$ cat src/rtl/tbcm_arbitrated_mux.sv
// Packet-level N:1 stream mux that locks onto the arbiter's grant until the packet's last beat.
// Define TBCM_ARBITRATED_MUX_OUTPUT_REG_EN to register the output through a 2-entry skid buffer.
module tbcm_arbitrated_mux #(
  parameter int unsigned REQUESTS   = 2,
  parameter int unsigned DATA_WIDTH = 32
) (
  input  logic                           clk,
  input  logic                           rst_n,
  input  logic [REQUESTS-1:0]            i_valid,
  output logic [REQUESTS-1:0]            o_ready,
  input  logic [REQUESTS*DATA_WIDTH-1:0] i_data,
  input  logic [REQUESTS-1:0]            i_last,
  output logic [REQUESTS-1:0]            o_request,
  input  logic [REQUESTS-1:0]            i_grant,
  output logic [REQUESTS-1:0]            o_free,
  output logic                           o_valid,
  input  logic                           i_ready,
  output logic [DATA_WIDTH-1:0]          o_data,
  output logic                           o_last,
  output logic                           o_busy
);

  localparam int unsigned OwnerW = (REQUESTS > 1) ? $clog2(REQUESTS) : 1;

  typedef enum logic {StIdle, StBusy} state_e;

  state_e                  state_q, state_d;
  logic [OwnerW-1:0]       owner_q, owner_d;
  logic [REQUESTS-1:0]     owner_oh;
  logic                    busy;
  logic                    sel_valid;
  logic                    sel_last;
  logic [DATA_WIDTH-1:0]   sel_data;
  logic                    sink_ready;
  logic                    accept;

  assign busy   = (state_q == StBusy);
  assign o_busy = busy;
  assign accept = busy & sel_valid & sink_ready;

  always_comb begin
    sel_valid = 1'b0;
    sel_last  = 1'b0;
    sel_data  = '0;
    owner_oh  = '0;
    for (int unsigned k = 0; k < REQUESTS; k++) begin
      if (owner_q == OwnerW'(k)) begin
        sel_valid   = i_valid[k];
        sel_last    = i_last[k];
        sel_data    = i_data[k*DATA_WIDTH +: DATA_WIDTH];
        owner_oh[k] = 1'b1;
      end
    end
  end

  always_comb begin
    state_d   = state_q;
    owner_d   = owner_q;
    o_request = '0;
    o_ready   = '0;
    o_free    = '0;
    unique case (state_q)
      StIdle: begin
        // Gated by reset so requests vanish the moment the arbiter is reset.
        if (rst_n) o_request = i_valid;
        if (i_grant != '0) begin
          state_d = StBusy;
          for (int k = int'(REQUESTS) - 1; k >= 0; k--) begin
            if (i_grant[k]) owner_d = OwnerW'(k);
          end
        end
      end
      StBusy: begin
        o_ready = sink_ready ? owner_oh : '0;
        if (accept && sel_last) begin
          o_free  = owner_oh;
          state_d = StIdle;
        end
      end
      default: state_d = StIdle;
    endcase
  end

  always_ff @(posedge clk or negedge rst_n) begin
    if (!rst_n) begin
      state_q <= StIdle;
      owner_q <= '0;
    end else begin
      state_q <= state_d;
      owner_q <= owner_d;
    end
  end

`ifdef TBCM_ARBITRATED_MUX_OUTPUT_REG_EN
  logic                  head_valid_q, tail_valid_q;
  logic [DATA_WIDTH:0]   head_q, tail_q;
  logic                  pop;

  // Ready depends only on buffer occupancy, breaking the i_ready -> o_ready path.
  assign sink_ready = ~tail_valid_q;
  assign pop        = head_valid_q & i_ready;

  always_ff @(posedge clk or negedge rst_n) begin
    if (!rst_n) begin
      head_valid_q <= 1'b0;
      tail_valid_q <= 1'b0;
      head_q       <= '0;
      tail_q       <= '0;
    end else if (pop) begin
      if (tail_valid_q) begin
        head_q       <= tail_q;
        tail_valid_q <= 1'b0;
      end else begin
        head_valid_q <= accept;
        if (accept) head_q <= {sel_last, sel_data};
      end
    end else if (accept) begin
      if (!head_valid_q) begin
        head_valid_q <= 1'b1;
        head_q       <= {sel_last, sel_data};
      end else begin
        tail_valid_q <= 1'b1;
        tail_q       <= {sel_last, sel_data};
      end
    end
  end

  assign o_valid = head_valid_q;
  assign o_last  = head_q[DATA_WIDTH];
  assign o_data  = head_q[DATA_WIDTH-1:0];
`else
  assign sink_ready = i_ready;
  assign o_valid    = busy & sel_valid;
  assign o_last     = busy & sel_last;
  assign o_data     = busy ? sel_data : '0;
`endif

endmodule
$ cat config.mk
export PLATFORM = sky130hd
export DESIGN_NAME = tbcm_arbitrated_mux
export DESIGN_NICKNAME = d
export VERILOG_FILES = /design/src/rtl/tbcm_arbitrated_mux.sv
export SDC_FILE = /design/constraint.sdc
export NUM_CORES = 1
export LEC_CHECK = 0
export CORE_AREA = 4 4 65 61
export DETAILED_ROUTE_END_ITERATION = 12
export DIE_AREA = 0 0 69 65
export PLACE_DENSITY = 0.84
export SYNTH_ARGS = -nofsm -noshare
export SYNTH_HDL_FRONTEND = slang
export SYNTH_SLANG_ARGS = --single-unit
$ cat constraint.sdc
create_clock -name clk -period 1.2 [get_ports clk]
set_input_delay 0.18 -clock clk [delete_from_list [all_inputs] [get_ports clk]]
set_output_delay 0.18 -clock clk [all_outputs]
set_load 0.1 [all_outputs]
Word-level counts from Yosys, hierarchy flattened
Index checks and enable logic that the tools add are counted.
- mux-type cells: 17
- bitwise operators: 4
- reduce and logical (&&, ||, !) cells: 3
- operators by type and width (kind ; number):
    32-bit 2-to-1 mux ; 2
    2-bit 2-to-1 mux ; 6
    1-bit 2-to-1 mux ; 8
    1-bit bitwise AND ; 3
    1-bit one-hot mux with 2 select lines ; 1
    2-bit AND reduction ; 1
    2-bit nonzero test ; 1
    1-bit logical AND ; 1
    1-bit NOT ; 1
- flip-flop bits (word level): 2
- input bits: 73
- output and inout port bits: 41
- logic and storage cells: 26

Longest topological paths before layout
Gate-level depths: netlist of the first run.
- depth after elaboration: 6
- mapped depth: 4
- depth with buffers taken out: 2

Worst setup path before layout of the first run
OpenSTA, ideal clock, no wires.
- kind: reg2out
- start: register state_q (netlist: o_busy)
- end: output o_data[12]
- arrival: 2750 ps
- data required time: 1020 ps
- slack: -1730 ps
- stages on the path, launching flop included: 5
- path buffers: 2
- cells stage by stage: dfrtp_1 -> inv_1 -> buf_4 -> clkbuf_1 -> nor2_1
- longest elaborated chain between the ends: 1
- RTL lines (what ; line ; text):
    start, declared ; 27 ; state_e state_q, state_d;
    start signal, assigned ; 86 ; state_q <= StIdle;
    start signal, assigned ; 89 ; state_q <= state_d;
    32-bit 2-to-1 mux ; 135 ; assign o_data = busy ? sel_data : '0;
    end, declared ; 18 ; output logic [DATA_WIDTH-1:0] o_data,
No other way between the ends.

Worst setup path after layout of the first run
- start: register owner_q
- end: output o_data[5]
- longest elaborated chain between the ends: 2
- RTL lines (what ; line ; text):
    start, declared ; 28 ; logic [OwnerW-1:0] owner_q, owner_d;
    start signal, assigned ; 90 ; owner_q <= owner_d;
    32-bit 2-to-1 mux ; 47 ; if (owner_q == OwnerW'(k)) begin
    32-bit 2-to-1 mux ; 135 ;
No other way between the ends.

==> results of run 1 <==
logic make-up after synthesis:
logic type,Yosys count,synth area share (%)
muxes,34,49.2
DFF,2,7.23
buffers and inverters,10,13.7
AOI/OAI and AO/OA,2,2.89
and+or+nand+nor,45,26.9
critical path: cells and delay by family (launching register included):
kind                   cells  cell delay [ps]
muxes                      1              340
and+or+nand+nor            1               90
DFF                        1              430
buffers and inverters      2              400
synthesized netlist by cell type (all sizes together):
| cell type | instances | area [um2] |
|---|---|---|
| nor2 | 37 | 139 |
| inv | 2 | 7.51 |
| a2bb2oi | 1 | 8.76 |
| nand3b | 1 | 7.51 |
| dfrtp | 2 | 50.1 |
| o41a | 1 | 11.3 |
| buf | 7 | 83.8 |
| nor2b | 1 | 6.26 |
| and3 | 3 | 18.8 |
| or3 | 1 | 6.26 |
| nand3 | 1 | 5.00 |
| clkbuf | 1 | 3.75 |
| mux2i | 34 | 340 |
| nand2 | 1 | 3.75 |
stage by stage:
stage | power [uW] | instances | utilization (%)
floorplan | 5520 | 93 | -
CTS | 8900 | 262 | 86.8
global placement | 8020 | 255 | 79.4
detailed placement | 8150 | 255 | 79.4
finish | 9110 | 264 | 88.4
global route | 9320 | 264 | 88.4
state kept, by name (all words and copies together) (netlist names):
| name | cells |
|---|---|
| owner_q | 1 |
| o_busy | 1 |
power breakdown:
group | total [uW] | switching [uW] | internal, uW | leakage, uW
registers | 161 | 59.9 | 101 | 0.0000202
logic | 8650 | 5320 | 3340 | 0.00110
clock network | 298 | 83.1 | 215 | 0.0000216
layout make-up:
cell class                 instances  area [um2]  area share [%]
timing repair buffer             131        1750            60.0
tap                               44        55.1            1.88
clock buffer                       3        41.3            1.41
sequential                         2        55.1            1.88
timing repair inverter             1        16.3           0.557
inverter                           2        12.5           0.428
multi-input combinational         81         990            33.9
path summary, 6_finish.rpt:
kind                       slack (ps)  cells past startpoint        from         to
setup / recovery                 -470                      4     owner_q  o_data[5]
hold / removal                    310                      2       rst_n     o_busy
setup reg to reg                 -210                      4     owner_q     o_busy
hold reg to reg                   860                      2     owner_q    owner_q
max in group asynchronous         780                      2       rst_n    owner_q
min in group clk                  600                      2  i_grant[0]    owner_q
placed cells by master, fill, tap and decap left out, drive strengths merged:
master         instances
nor2b                  1
inv                    1
clkinv                 2
nand3                  1
nand3b                 1
clkbuf                 3
nand2                  1
o41a                   1
dlygate4sd2            1
clkdlybuf4s50         71
or3                    1
nor2                  37
a2bb2oi                1
and3                   3
buf                   59
mux2i                 34
dfrtp                  2
metal layers:
layer	vias up	wire (um)	GRT usage [%]	part of all wire (%)
met2	89	3270	46.9	55
li1	571	-	-	-
met1	604	2010	22.8	34
met3	14	521	8.06	8.8
met5	-	0	0	0
met4	0	145	6.34	2.4
timing repair:
item / CTS / global route
setup endpoints to repair: 41 / 42
buffers inserted: 3 / 2
gates resized for setup: 38 / 8
hold buffers: 0 / 0
gates cloned: 1 / 0
pin swaps: 7 / 0
==> summary.txt, run 1 <==
Layout
  • Count of inserted antenna diode cells: 0
  • Total non-filler cell area in the finished layout: 2920 um2
  • Share of layout cells above drive strength 1: 60.0%
  • Area growth from synthesis to final layout: 322%
  • Layout Nets: about 300
  • Number of filler cells placed in the layout: roughly 140

Routing
  • DRC errors left: 0
  • Total vias in the final route: ~1,300
  • Routed wire length per instance: 22.5 um
  • Initial DRC Count: 19
  • Remaining antenna violation count: 0
  • Routed WL: 5.95 mm
  • Via/cell ratio: 4.84
  • Drt first pass iters: 4

Power and ir drop
  • Leak Pwr: 0.00114 uW
  • Peak supply drop: 0.00190 V
  • Power per cell area: 3120 nW/um2

Worst setup path
  • Nature of the critical path startpoint: flip-flop
  • Ordered list of cells on the worst path: buf_12 > mux2i_1 > nor2_4 > buf_12
  • Type of element capturing the critical path: primary output
  • Arrival time worst endpoint: 1490 ps
  • Critical path's slowest cell: sky130_fd_sc_hd__dfrtp_2
  • Critical Path Fanout Max: 20
  • Cell seen most often among critical-path stages: sky130_fd_sc_hd__buf_12
  • Slowest cell delay on critical path: 430 ps
  • Crit Path Class: flip-flop to primary output
  • Critical Path RT: 1020 ps

Synth
  • Seq/Total Area, Yosys: 7.23%
  • Count of yosys warnings during synthesis: 0
  • Gate count of the mapped netlist: 93
  • Synthesized netlist net count: approximately 170
  • Post-synth cell types: 18
  • Post-synthesis instance area: 692 um2
  • Register bit count reported by yosys: 2
  • Mean instance size in the synthesized netlist: 7.44 um2

Clocking
  • H-tree levels: 1
  • Longest Clk Path Bufs: 2
  • TritonCTS clock tree: done
  • CTS Sinks: 2
  • TritonCTS buffer count: 3
  • Root buffer selected by CTS: sky130_fd_sc_hd__clkbuf_8
  • Clock-pin slew on the worst setup and hold paths: ~30 ps
  • Insertion delay of the later-clocked pin in the worst-skew pair: 230 ps

Place
  • Placed cell areas: 2620 um2
  • Half-perimeter wire length of the detailed placement result: 3.67 mm
  • Gp weighted congestion: about 0.81
  • Count of input and output buffers: 113
  • Placement-stage worst setup slack: -236 ps

STA
  • Final-report setup violation count: 43
  • Hold slack final: a little over 300 ps
  • Period utilization: 139%
  • Worst-Margin Slew: 298 ps
  • Setup repair after global routing missed its margin: yes
  • Number of max-slew violations in the final report: 0
  • Post-route minimum period: 1670 ps
  • Max-slew headroom: 79.6%
  • Final setup TNS: -15,850 ps
  • Maximum achievable frequency: 0.598 GHz
  • Setup ws final: -472 ps
  • Hold Vio Cnt, Final: 0
  • Maximum clock skew at final layout: 5.45 ps

Floorplan
  • Initial core utilization: 20.9%
  • Floorplan Core Area: 3300 um2
  • Die Y-Extent: between 60 and 70 um
  • Cell Rows: 20
  • Die Span X: 69 um
  • Top-level I/O count: approximately 110
  • Area of the die: 4490 um2

GRT
  • Maximum number of pins on one net before global-route repair: 21
  • Global routing usage summed across all routing layers: 23.5%
  • Antenna violations before repair: 0
  • Wire length of the first global-routing pass: roughly 8 mm
  • Residual overflow from global routing: 0
  • Via count of the first global-routing pass: 1,488

Min path
  • Worst hold-check path type: input pin to asynchronous set/reset pin

Job
  • Number of max-capacitance violations reported: 0

Outcome
  • Result of the run: finished with violations
  • Violated checks: negative setup slack
Note: power is estimated with default switching activity, not from simulation.
==> inputs of run 2 (changes only) <==
==> constraint.sdc (replaced) <==
create_clock -name clk -period 1.6 [get_ports clk]
set_input_delay 0.24 -clock clk [delete_from_list [all_inputs] [get_ports clk]]
set_output_delay 0.24 -clock clk [all_outputs]
set_load 0.1 [all_outputs]
==> summary.txt, run 2 (synthesized netlist as in run 1, its figures left out) <==
STA
  • Max-slew headroom: 76.2%
  • Maximum clock skew at final layout: between 1 and 1.5 ps
  • Number of max-slew violations in the final report: 0
  • Post-route minimum period: about 1700 ps
  • Worst-Margin Slew: roughly 350 ps
  • Setup ws final: -103 ps
  • Setup repair after global routing missed its margin: yes
  • Period utilization: 106%
  • Final-report setup violation count: 33
  • Maximum achievable frequency: 0.587 GHz
  • Hold Vio Cnt, Final: 0

Layout
  • Count of inserted antenna diode cells: 0
  • Commonest non-fill, non-tap cell in the layout: sky130_fd_sc_hd__clkdlybuf4s50_1
  • Total non-filler cell area in the finished layout: 2750 um2
  • Share of layout cells above drive strength 1: 52.2%
  • Final std cells w/o fill: 251
  • Area growth from synthesis to final layout: 297%
  • Commonest cells after routing, fill and taps aside: 72 x sky130_fd_sc_hd__clkdlybuf4s50_1, 44 x sky130_fd_sc_hd__buf_12, 37 x sky130_fd_sc_hd__nor2_4
  • Final standard cell utilization of the core: 83.1%
  • Layout Nets: ~280

Floorplan
  • Initial core utilization: approximately a fifth
  • Die Y-Extent: 65 um
  • Area of the die: 4490 um2
  • Die Span X: 69 um
  • Floorplan Core Area: roughly 3300 um2
  • Top-level I/O count: 114
  • Cell Rows: 20

Place
  • Half-perimeter wire length of the detailed placement result: 3.51 mm
  • # placed instances: around 250
  • Count of input and output buffers: 113
  • Gp weighted congestion: between 0.8 and 0.9
  • Placement-stage worst setup slack: just over 70 ps
  • Placed cell areas: 2570 um2

GRT
  • Wire length of the first global-routing pass: 6.91 mm
  • Residual overflow from global routing: 0
  • Via count of the first global-routing pass: between 1,000 and 1,500
  • Antenna violations before repair: 0
  • Global routing usage summed across all routing layers: 19.4%
  • Maximum number of pins on one net before global-route repair: 25

Worst setup path
  • Critical Path Fanout Max: 12
  • Crit Path Class: flip-flop to primary output
  • Type of element capturing the critical path: primary output
  • Critical path's slowest cell: sky130_fd_sc_hd__dfrtp_2
  • Arrival time worst endpoint: 1460 ps
  • Nature of the critical path startpoint: flip-flop
  • Slowest cell delay on critical path: 430 ps
  • Ordered list of cells on the worst path: buf_12 > mux2i_1 > nor2_4 > buf_12
  • Critical Path RT: 1360 ps
  • Cell seen most often among critical-path stages: sky130_fd_sc_hd__buf_12

Routing
  • DRC errors left: 0
  • Routed wire length per instance: 18.3 um
  • Routed WL: 4.61 mm
  • Remaining antenna violation count: 0
  • Drt first pass iters: 4
  • Via/cell ratio: 4.71
  • Total vias in the final route: approximately 1,200
  • Initial DRC Count: 13

Clocking
  • TritonCTS clock tree: done
  • Root buffer selected by CTS: sky130_fd_sc_hd__clkbuf_8
  • TritonCTS buffer count: 3
  • Clock-pin slew on the worst setup and hold paths: 30 ps
  • H-tree levels: 1
  • Hold_buf cts: 0
  • Longest Clk Path Bufs: 2
  • CTS Sinks: 2
  • Insertion delay of the later-clocked pin in the worst-skew pair: around 220 ps

Min path
  • Worst hold-check path type: input pin to asynchronous set/reset pin

Power and ir drop
  • Peak supply drop: ~0.0014 V
  • Leak Pwr: around 0.0011 uW
  • Power per cell area: 2370 nW/um2

Outcome
  • Violated checks: negative setup slack
  • Result of the run: finished with violations

Job
  • Number of max-capacitance violations reported: 0
run 2: final timing paths:
check | startpoint | end | slack, ps | cells past startpoint
min | rst_n | o_busy | 230 | 1
min in group clk | i_grant[0] | owner_q | 630 | 2
min reg2reg | o_busy | owner_q | 680 | 2
max | owner_q | o_data[30] | -100 | 4
max reg2reg | o_busy | o_busy | 230 | 3
max in group asynchronous | rst_n | o_busy | 1180 | 1
run 2: area by class of cell:
class                   count  area [um2]
well taps                  44        55.1
multi-input cells          81         920
flip-flops and latches      2        55.1
fillers                   183         558
clock buffers               3        41.3
repair buffers            119        1660
inverters                   2        12.5
run 2: what timing repair did:
| action | CTS | global route |
|---|---|---|
| setup buffers | 0 | 1 |
| gates cloned | 0 | 1 |
| endpoints found under the setup margin | 25 | 36 |
| gates resized for setup | 9 | 12 |
run 2: metal layers:
metal / track usage (%) / share of wire, %
met5: 0 / 0
met4: 2.20 / 0.72
met1: 17.4 / 31
met3: 9.30 / 12
met2: 40.0 / 56
run 2: power breakdown:
| part | total, uW | switching [uW] | internal (uW) |
|---|---|---|---|
| combinational | 6190 | 3830 | 2360 |
| sequential | 119 | 43.0 | 76.0 |
| clock | 206 | 46.0 | 160 |
run 2: per-stage QoR:
step                      hold slack [ps]  TNS (ps)  total power [uW]
final                                 232      -831              6510
after global routing                  237     -2500              6680
after CTS                             225      -823              6320
after detailed placement              447         0              6030
after global placement                436         0              5940
after floorplan                     -55.6     -4480              4140
run 2: worst max-delay path: cells and delay by family (launching register included):
kind / cells / cell delay, ps
buffers and inverters: 2 / 360
AND/OR/NAND/NOR: 1 / 90
flip-flops: 1 / 430
multiplexers: 1 / 370
